==> src/rtl/otp_pkg.sv <==
// Shared defaults and the FSM state encoding for the one-time-pad scheduler.
package otp_pkg;

    localparam int SLOTS = 8;
    localparam int DW    = 8;
    localparam int IDX_W = 3;

    typedef enum logic [1:0] {
        ST_IDLE = 2'd0,
        ST_EXEC = 2'd1,
        ST_RESP = 2'd2
    } otp_state_e;

endpackage

==> src/rtl/otp_rr_arb2.sv <==
// Two-requester round-robin arbiter: requester 0 is encrypt, requester 1 is decrypt.
module otp_rr_arb2 (
    input  logic       clk,
    input  logic       rst_n,
    input  logic [1:0] req,
    input  logic       advance,
    output logic [1:0] gnt
);

    // prio == 0 favours requester 0 when both request.
    logic prio;

    always_comb begin
        gnt = 2'b00;
        if (req[0] && (!req[1] || !prio)) begin
            gnt[0] = 1'b1;
        end else if (req[1]) begin
            gnt[1] = 1'b1;
        end
    end

    // After any grant the other requester becomes favoured.
    always_ff @(posedge clk or negedge rst_n) begin
        if (!rst_n) begin
            prio <= 1'b0;
        end else if (advance) begin
            prio <= gnt[0];
        end
    end

endmodule

==> src/rtl/otp_pad_scheduler.sv <==
// One-time-pad scheduler: encrypts into fresh pad slots, decrypts and burns used slots.
module otp_pad_scheduler #(
    parameter int SLOTS = otp_pkg::SLOTS,
    parameter int DW    = otp_pkg::DW,
    parameter int IDX_W = otp_pkg::IDX_W
) (
    input  logic             clk,
    input  logic             rst_n,
    input  logic             enc_valid,
    input  logic [DW-1:0]    enc_data,
    output logic             enc_ready,
    input  logic             dec_valid,
    input  logic [IDX_W-1:0] dec_idx,
    input  logic [DW-1:0]    dec_data,
    output logic             dec_ready,
    output logic             rsp_valid,
    input  logic             rsp_ready,
    output logic [DW-1:0]    rsp_data,
    output logic [IDX_W-1:0] rsp_idx,
    output logic             rsp_is_dec,
    output logic             rsp_err,
    input  logic [DW-1:0]    prn,
    output logic             prn_adv,
    output logic             pad_we,
    output logic [IDX_W-1:0] pad_wa,
    output logic [DW-1:0]    pad_wd,
    output logic [IDX_W-1:0] pad_ra,
    input  logic [DW-1:0]    pad_rd,
    output logic [IDX_W:0]   free_cnt,
    output logic [1:0]       state_dbg
);

    import otp_pkg::*;

    otp_state_e       state;
    logic [SLOTS-1:0] used;
    logic [DW-1:0]    data_q;
    logic             is_dec_q;
    logic [1:0]       req;
    logic [1:0]       gnt;
    logic             in_idle;
    logic             accept;
    logic [IDX_W-1:0] free_slot;
    logic [IDX_W:0]   free_sum;

    // Lowest-numbered free slot and the free-slot count, both derived only from used.
    always_comb begin
        free_slot = '0;
        free_sum  = '0;
        for (int i = SLOTS - 1; i >= 0; i--) begin
            if (!used[i]) begin
                free_slot = IDX_W'(i);
            end
        end
        for (int i = 0; i < SLOTS; i++) begin
            free_sum = free_sum + {{IDX_W{1'b0}}, ~used[i]};
        end
    end

    assign free_cnt  = free_sum;
    assign state_dbg = state;

    // Handshakes: a request transfers on the cycle where valid && ready are both high;
    // ready is only offered in IDLE to the arbiter winner. The response transfers on
    // rsp_valid && rsp_ready, with all rsp_* fields held stable until then.
    assign req[0]    = enc_valid && (free_sum != '0);
    assign req[1]    = dec_valid;
    assign in_idle   = (state == ST_IDLE);
    assign enc_ready = in_idle && gnt[0];
    assign dec_ready = in_idle && gnt[1];
    assign accept    = in_idle && (gnt != 2'b00);

    otp_rr_arb2 u_arb (
        .clk     (clk),
        .rst_n   (rst_n),
        .req     (req),
        .advance (accept),
        .gnt     (gnt)
    );

    always_ff @(posedge clk or negedge rst_n) begin
        if (!rst_n) begin
            state      <= ST_IDLE;
            used       <= '0;
            data_q     <= '0;
            is_dec_q   <= 1'b0;
            rsp_valid  <= 1'b0;
            rsp_data   <= '0;
            rsp_idx    <= '0;
            rsp_is_dec <= 1'b0;
            rsp_err    <= 1'b0;
            pad_we     <= 1'b0;
            prn_adv    <= 1'b0;
            pad_wa     <= '0;
            pad_wd     <= '0;
            pad_ra     <= '0;
        end else begin
            case (state)
                ST_IDLE: begin
                    if (accept) begin
                        state    <= ST_EXEC;
                        is_dec_q <= gnt[1];
                        if (gnt[1]) begin
                            data_q <= dec_data;
                            pad_ra <= dec_idx;
                        end else begin
                            // prn only moves on prn_adv, so capturing it now equals its EXEC value.
                            data_q  <= enc_data;
                            pad_we  <= 1'b1;
                            prn_adv <= 1'b1;
                            pad_wa  <= free_slot;
                            pad_wd  <= prn;
                        end
                    end
                end
                ST_EXEC: begin
                    state      <= ST_RESP;
                    pad_we     <= 1'b0;
                    prn_adv    <= 1'b0;
                    rsp_valid  <= 1'b1;
                    rsp_is_dec <= is_dec_q;
                    if (!is_dec_q) begin
                        used[pad_wa] <= 1'b1;
                        rsp_data     <= data_q ^ pad_wd;
                        rsp_idx      <= pad_wa;
                        rsp_err      <= 1'b0;
                    end else begin
                        rsp_idx <= pad_ra;
                        if (used[pad_ra]) begin
                            used[pad_ra] <= 1'b0;
                            rsp_data     <= data_q ^ pad_rd;
                            rsp_err      <= 1'b0;
                        end else begin
                            rsp_data <= '0;
                            rsp_err  <= 1'b1;
                        end
                    end
                end
                ST_RESP: begin
                    if (rsp_ready) begin
                        rsp_valid <= 1'b0;
                        state     <= ST_IDLE;
                    end
                end
                default: state <= ST_IDLE;
            endcase
        end
    end

endmodule

==> config.mk <==
export PLATFORM = sky130hd
export DESIGN_NAME = otp_pad_scheduler
export DESIGN_NICKNAME = d
export VERILOG_FILES = /design/src/rtl/otp_pkg.sv /design/src/rtl/otp_rr_arb2.sv /design/src/rtl/otp_pad_scheduler.sv
export SDC_FILE = /design/constraint.sdc
export NUM_CORES = 1
export LEC_CHECK = 0
export ABC_AREA = 1
export CAP_MARGIN = 0
export CORE_MARGIN = 1
export CORE_UTILIZATION = 44
export CTS_CLUSTER_DIAMETER = 120
export CTS_CLUSTER_SIZE = 30
export DETAILED_ROUTE_END_ITERATION = 8
export GPL_TIMING_DRIVEN = 1
export PLACE_DENSITY_LB_ADDON = 0.3
export SLEW_MARGIN = 30
export SYNTH_ARGS = -nofsm -noshare
export SYNTH_HDL_FRONTEND = slang
export SYNTH_SLANG_ARGS = --single-unit
==> constraint.sdc <==
create_clock -name clk -period 3.9 [get_ports clk]
set_input_delay 0.78 -clock clk [delete_from_list [all_inputs] [get_ports clk]]
set_output_delay 0.78 -clock clk [all_outputs]
set_load 0.005 [all_outputs]
==> run_results.csv <==
group,metric,value,unit
sta,slew_headroom,0.549,
clock_tree,clk_root_buffer_cell,"clkbuf_8",
cells_and_area,layout.cell_area.non_filler,0.00394,mm^2
synth,syn-instance-count,371,
sta,fmax,224,MHz
sta,final-max-slew-violation-count,0,
die,die_area,0.00668,mm^2
synth,synth.net_count,418,
synth,ys.warnings.count,0,
cells_and_area,final_layout_size_suffix_gt1_frac,0.131,
clock_tree,cts_max_path_buffers,2,
worst_setup_path,critPathLaunchType,"register",
grt,grt_antenna_before_repair,0,
place,globalplace.congestion,0.925,
sta,fin_setup_tns,-1.89,ns
place,detailedPlace.worstSlack,-0.497,ns
die,io_pins,78,
detailed_routing,drcViolationCount,0,
power_and_ir_drop,power.sequential.fraction,0.241,
cells_and_area,post_layout_nonfiller_instances,539,
detailed_routing,drtPass1Iterations,4,
synth,yosysMostFrequentCell,"nand2_1",
cells_and_area,n_antenna_cell,0,
power_and_ir_drop,combinationalPowerShare,0.669,
grt,globalRouteOverflowTotal,0,
min_path,min_path_type,"in -> async",
grt,grt_pass1_wl,12200,um
cells_and_area,layout-area-overhead-vs-synth,40.7,%
place,placement.io_buffers,77,
synth,synthTopCellsByArea,"dfrtp_1 44%, nand2_1 15%, nand3_1 8.2%",
power_and_ir_drop,switching_share,0.420,
die,die_w,81.8,um
run_status,run_status,"finished, violations left",
cells_and_area,fillers,538,
run_status,violations,"negative setup slack",
die,chipHeight,81.8,um
sta,finalHoldViolCount,0,
place,placed_cells,525,
synth,netlist_area,0.00280,mm^2
sta,finClkSkew,0.00844,ns
detailed_routing,detailedRoute.firstIterationViolations,132,
worst_setup_path,crit_end_category,"output port",
synth,synthesis.area_per_instance,7.54,um^2
power_and_ir_drop,p_switching,1750,uW
worst_setup_path,cpMostUsedCell,"buf_6",
worst_setup_path,critPathKind,"reg -> out",
synth,synth_edf_count,0,
detailed_routing,drt_wl_total,7510,um
cells_and_area,layout.nets,510,
sta,timing.final.ws_setup,-0.555,ns
synth,synth_common_cells,"109 x nand2_1, 49 x dfrtp_1, 46 x nand3_1",
power_and_ir_drop,clockPowerShare,0.090,
worst_setup_path,cp_max_fo,2,
die,row_count,28,
place,hpwlAfterDp,5460,um
power_and_ir_drop,p_per_cell_area,1060,mW/mm^2
synth,yosysTopAreaCellShare,0.438,
worst_setup_path,worst_ep_arrival_time,3.68,ns
synth,synth-async-reset-ratio,1.00,
grt,vias_in_the_first_global_route,2640,
synth,synth_ff_type,"dfrtp_1",
cells_and_area,layout.core_utilization,0.654,
worst_setup_path,cp.required,3.12,ns
synth,largest_area_contributor_in_the_netlist,"dfrtp_1",
sta,endpoints_failing_setup,4,
synth,synth_cell_type_count,25,
worst_setup_path,slowest_stage,"fa_2",
grt,grt_use_total,0.243,
grt,grt_max_degree,50,
sta,grt_setup_unrepaired,"true",
detailed_routing,vias_per_std_cell,5.13,
clock_tree,cts_made_buffers,5,
clock_tree,clock_insertion_delay_worst_skew,0.31,ns
power_and_ir_drop,p_int,2410,uW
power_and_ir_drop,p_leak,0.00183,uW
synth,share_of_synthesized_area_occupied_by_flip_flops_and_latches,0.438,
place,dp_area,0.00371,mm^2
detailed_routing,route.vias.total,2764,
worst_setup_path,critical_path.cell_chain,"fa_1 -> inv_1 -> fa_1 -> fa_2 -> ha_4 -> inv_2 -> fa_2 -> inv_2 -> buf_4 -> buf_4 -> buf_6 -> buf_6 -> buf_6",
clock_tree,htree_levels,2,
clock_tree,clk_pin_slew_worst_paths,0.09,ns
die,core_region_area,0.00603,mm^2
clock_tree,tritoncts_num_sinks,49,
clock_tree,cts_tree,"done",
worst_setup_path,timing.critical_path.slowest_cell_delay,0.57,ns
flow_run,max_cap_violations,0,
detailed_routing,drt.antenna.violating_nets,0,
detailed_routing,post_drt_wl_per_cell,13.9,um
synth,flip_flop_and_latch_count_after_synthesis,49,
die,start_util,0.464,
sta,fin_crit_sh,1.14,
power_and_ir_drop,peakVddDrop,1.07,mV
sta,tightestPinTransition,0.677,ns
sta,timing.final.crit_period,4.46,ns
-- cell families (layout without fill, tap and decap cells) --
group	after synthesis	count (layout)	synth area share
and+or+nand+nor	199	199	0.302
DFF	49	49	0.438
adders and majority gates	7	7	0.0420
xor gates and xnor gates	16	16	0.0501
AOI/OAI and AO/OA	50	50	0.0916
buffers and inverters	50	143	0.0764
-- power by group through the flow --
stage	Combinational, uW	Sequential (uW)	Clock (uW)
2_1_floorplan	1220	949	0
3_3_place_gp	2190	1000	0
3_5_place_dp	2240	1010	0
4_1_cts	2530	999	382
5_1_grt	3090	1040	404
6_report	2790	1000	376
-- path summary, 6_finish.rpt --
kind                       slack [ns]                    from                endpoint  depth (start not counted)
max in group asynchronous        3.00                   rst_n   pad_wd[4]$_DFFE_PN0P_                          1
min in group clk                 0.50  u_arb.prio$_DFFE_PN0P_  u_arb.prio$_DFFE_PN0P_                          2
setup / recovery                -0.56     used[0]$_DFFE_PN0P_             free_cnt[1]                         13
setup reg to reg                 0.19     used[0]$_DFFE_PN0P_   pad_wa[2]$_DFFE_PN0P_                         16
hold / removal                   0.46                   rst_n     used[6]$_DFFE_PN0P_                          1
hold reg to reg                  0.50  u_arb.prio$_DFFE_PN0P_  u_arb.prio$_DFFE_PN0P_                          2
-- registers in the layout (all words and copies together), names as in the netlist --
register / cells
rsp_data: 8
data_q: 8
rsp_valid: 1
pad_ra: 3
pad_wd: 8
state_dbg: 2
used: 8
pad_wa: 3
rsp_err: 1
rsp_is_dec: 1
u_arb.prio: 1
is_dec_q: 1
pad_we: 1
rsp_idx: 3
-- cells in the final DEF, fill, tap and decap left out --
| cell | Yosys | final |
|---|---|---|
| ha_4 | 0 | 1 |
| o21a_1 | 1 | 1 |
| xnor2_1 | 16 | 16 |
| inv_2 | 5 | 7 |
| bufinv_16 | 0 | 1 |
| clkdlybuf4s50_1 | 0 | 70 |
| nor3_1 | 2 | 2 |
| nand2_4 | 3 | 5 |
| inv_6 | 0 | 1 |
| nor2_1 | 35 | 33 |
| buf_4 | 3 | 19 |
| clkinv_2 | 0 | 1 |
| nand3_2 | 0 | 1 |
| ha_1 | 3 | 2 |
| clkbuf_8 | 0 | 5 |
| nand2_2 | 3 | 3 |
| nand3_1 | 46 | 44 |
| inv_1 | 30 | 27 |
| dfrtp_1 | 49 | 49 |
| o21ai_0 | 32 | 32 |
| fa_1 | 4 | 2 |
| dlygate4sd2_1 | 0 | 1 |
| inv_4 | 1 | 2 |
| nor2_2 | 0 | 1 |
| nor2_4 | 1 | 2 |
| a21boi_1 | 1 | 1 |
| nand3_4 | 0 | 1 |
| buf_2 | 3 | 1 |
| fa_2 | 0 | 2 |
| a21oi_1 | 10 | 10 |
| o21ai_1 | 5 | 5 |
| a31oi_1 | 1 | 1 |
| buf_6 | 1 | 8 |
| nand2_1 | 109 | 107 |
-- layer usage --
metal	part of all wire	global-route usage	wire length (um)
met3	0.061	0.0389	456
met4	0.025	0.104	190
met5	0	0	0
met1	0.44	0.332	3340
met2	0.47	0.382	3520
-- what timing repair did --
action / CTS / global route
pin swaps: 6 / 7
endpoints found under the setup margin: 6 / 6
resized for setup: 33 / 9
hold buffers: 0 / 0
buffers inserted: 7 / 2
-- per-stage QoR --
| stage | hold slack, ns | power (uW) |
|---|---|---|
| floorplan | 0.450 | 2170 |
| global placement | 0.471 | 3190 |
| detailed placement | 0.476 | 3250 |
| CTS | 0.500 | 3920 |
| global route | 0.517 | 4530 |
| finish | 0.464 | 4170 |
-- layout make-up --
class / count / area [um^2] / share of cell area
repair buffers: 99 / 947 / 0.240
flip-flops and latches: 49 / 1230 / 0.311
inverters: 36 / 140 / 0.0356
well taps: 75 / 93.8 / 0.0238
multi-input cells: 272 / 1420 / 0.360
clock buffers: 5 / 68.8 / 0.0175
clock inverters: 3 / 43.8 / 0.0111
-- worst max-delay path: cells and delay by family (launching register included) --
kind,cells,cell delay [ns]
adders and majority gates,5,2.27
buffers and inverters,8,0.68
DFF,1,0.41
(Power assumes the default switching activity.)
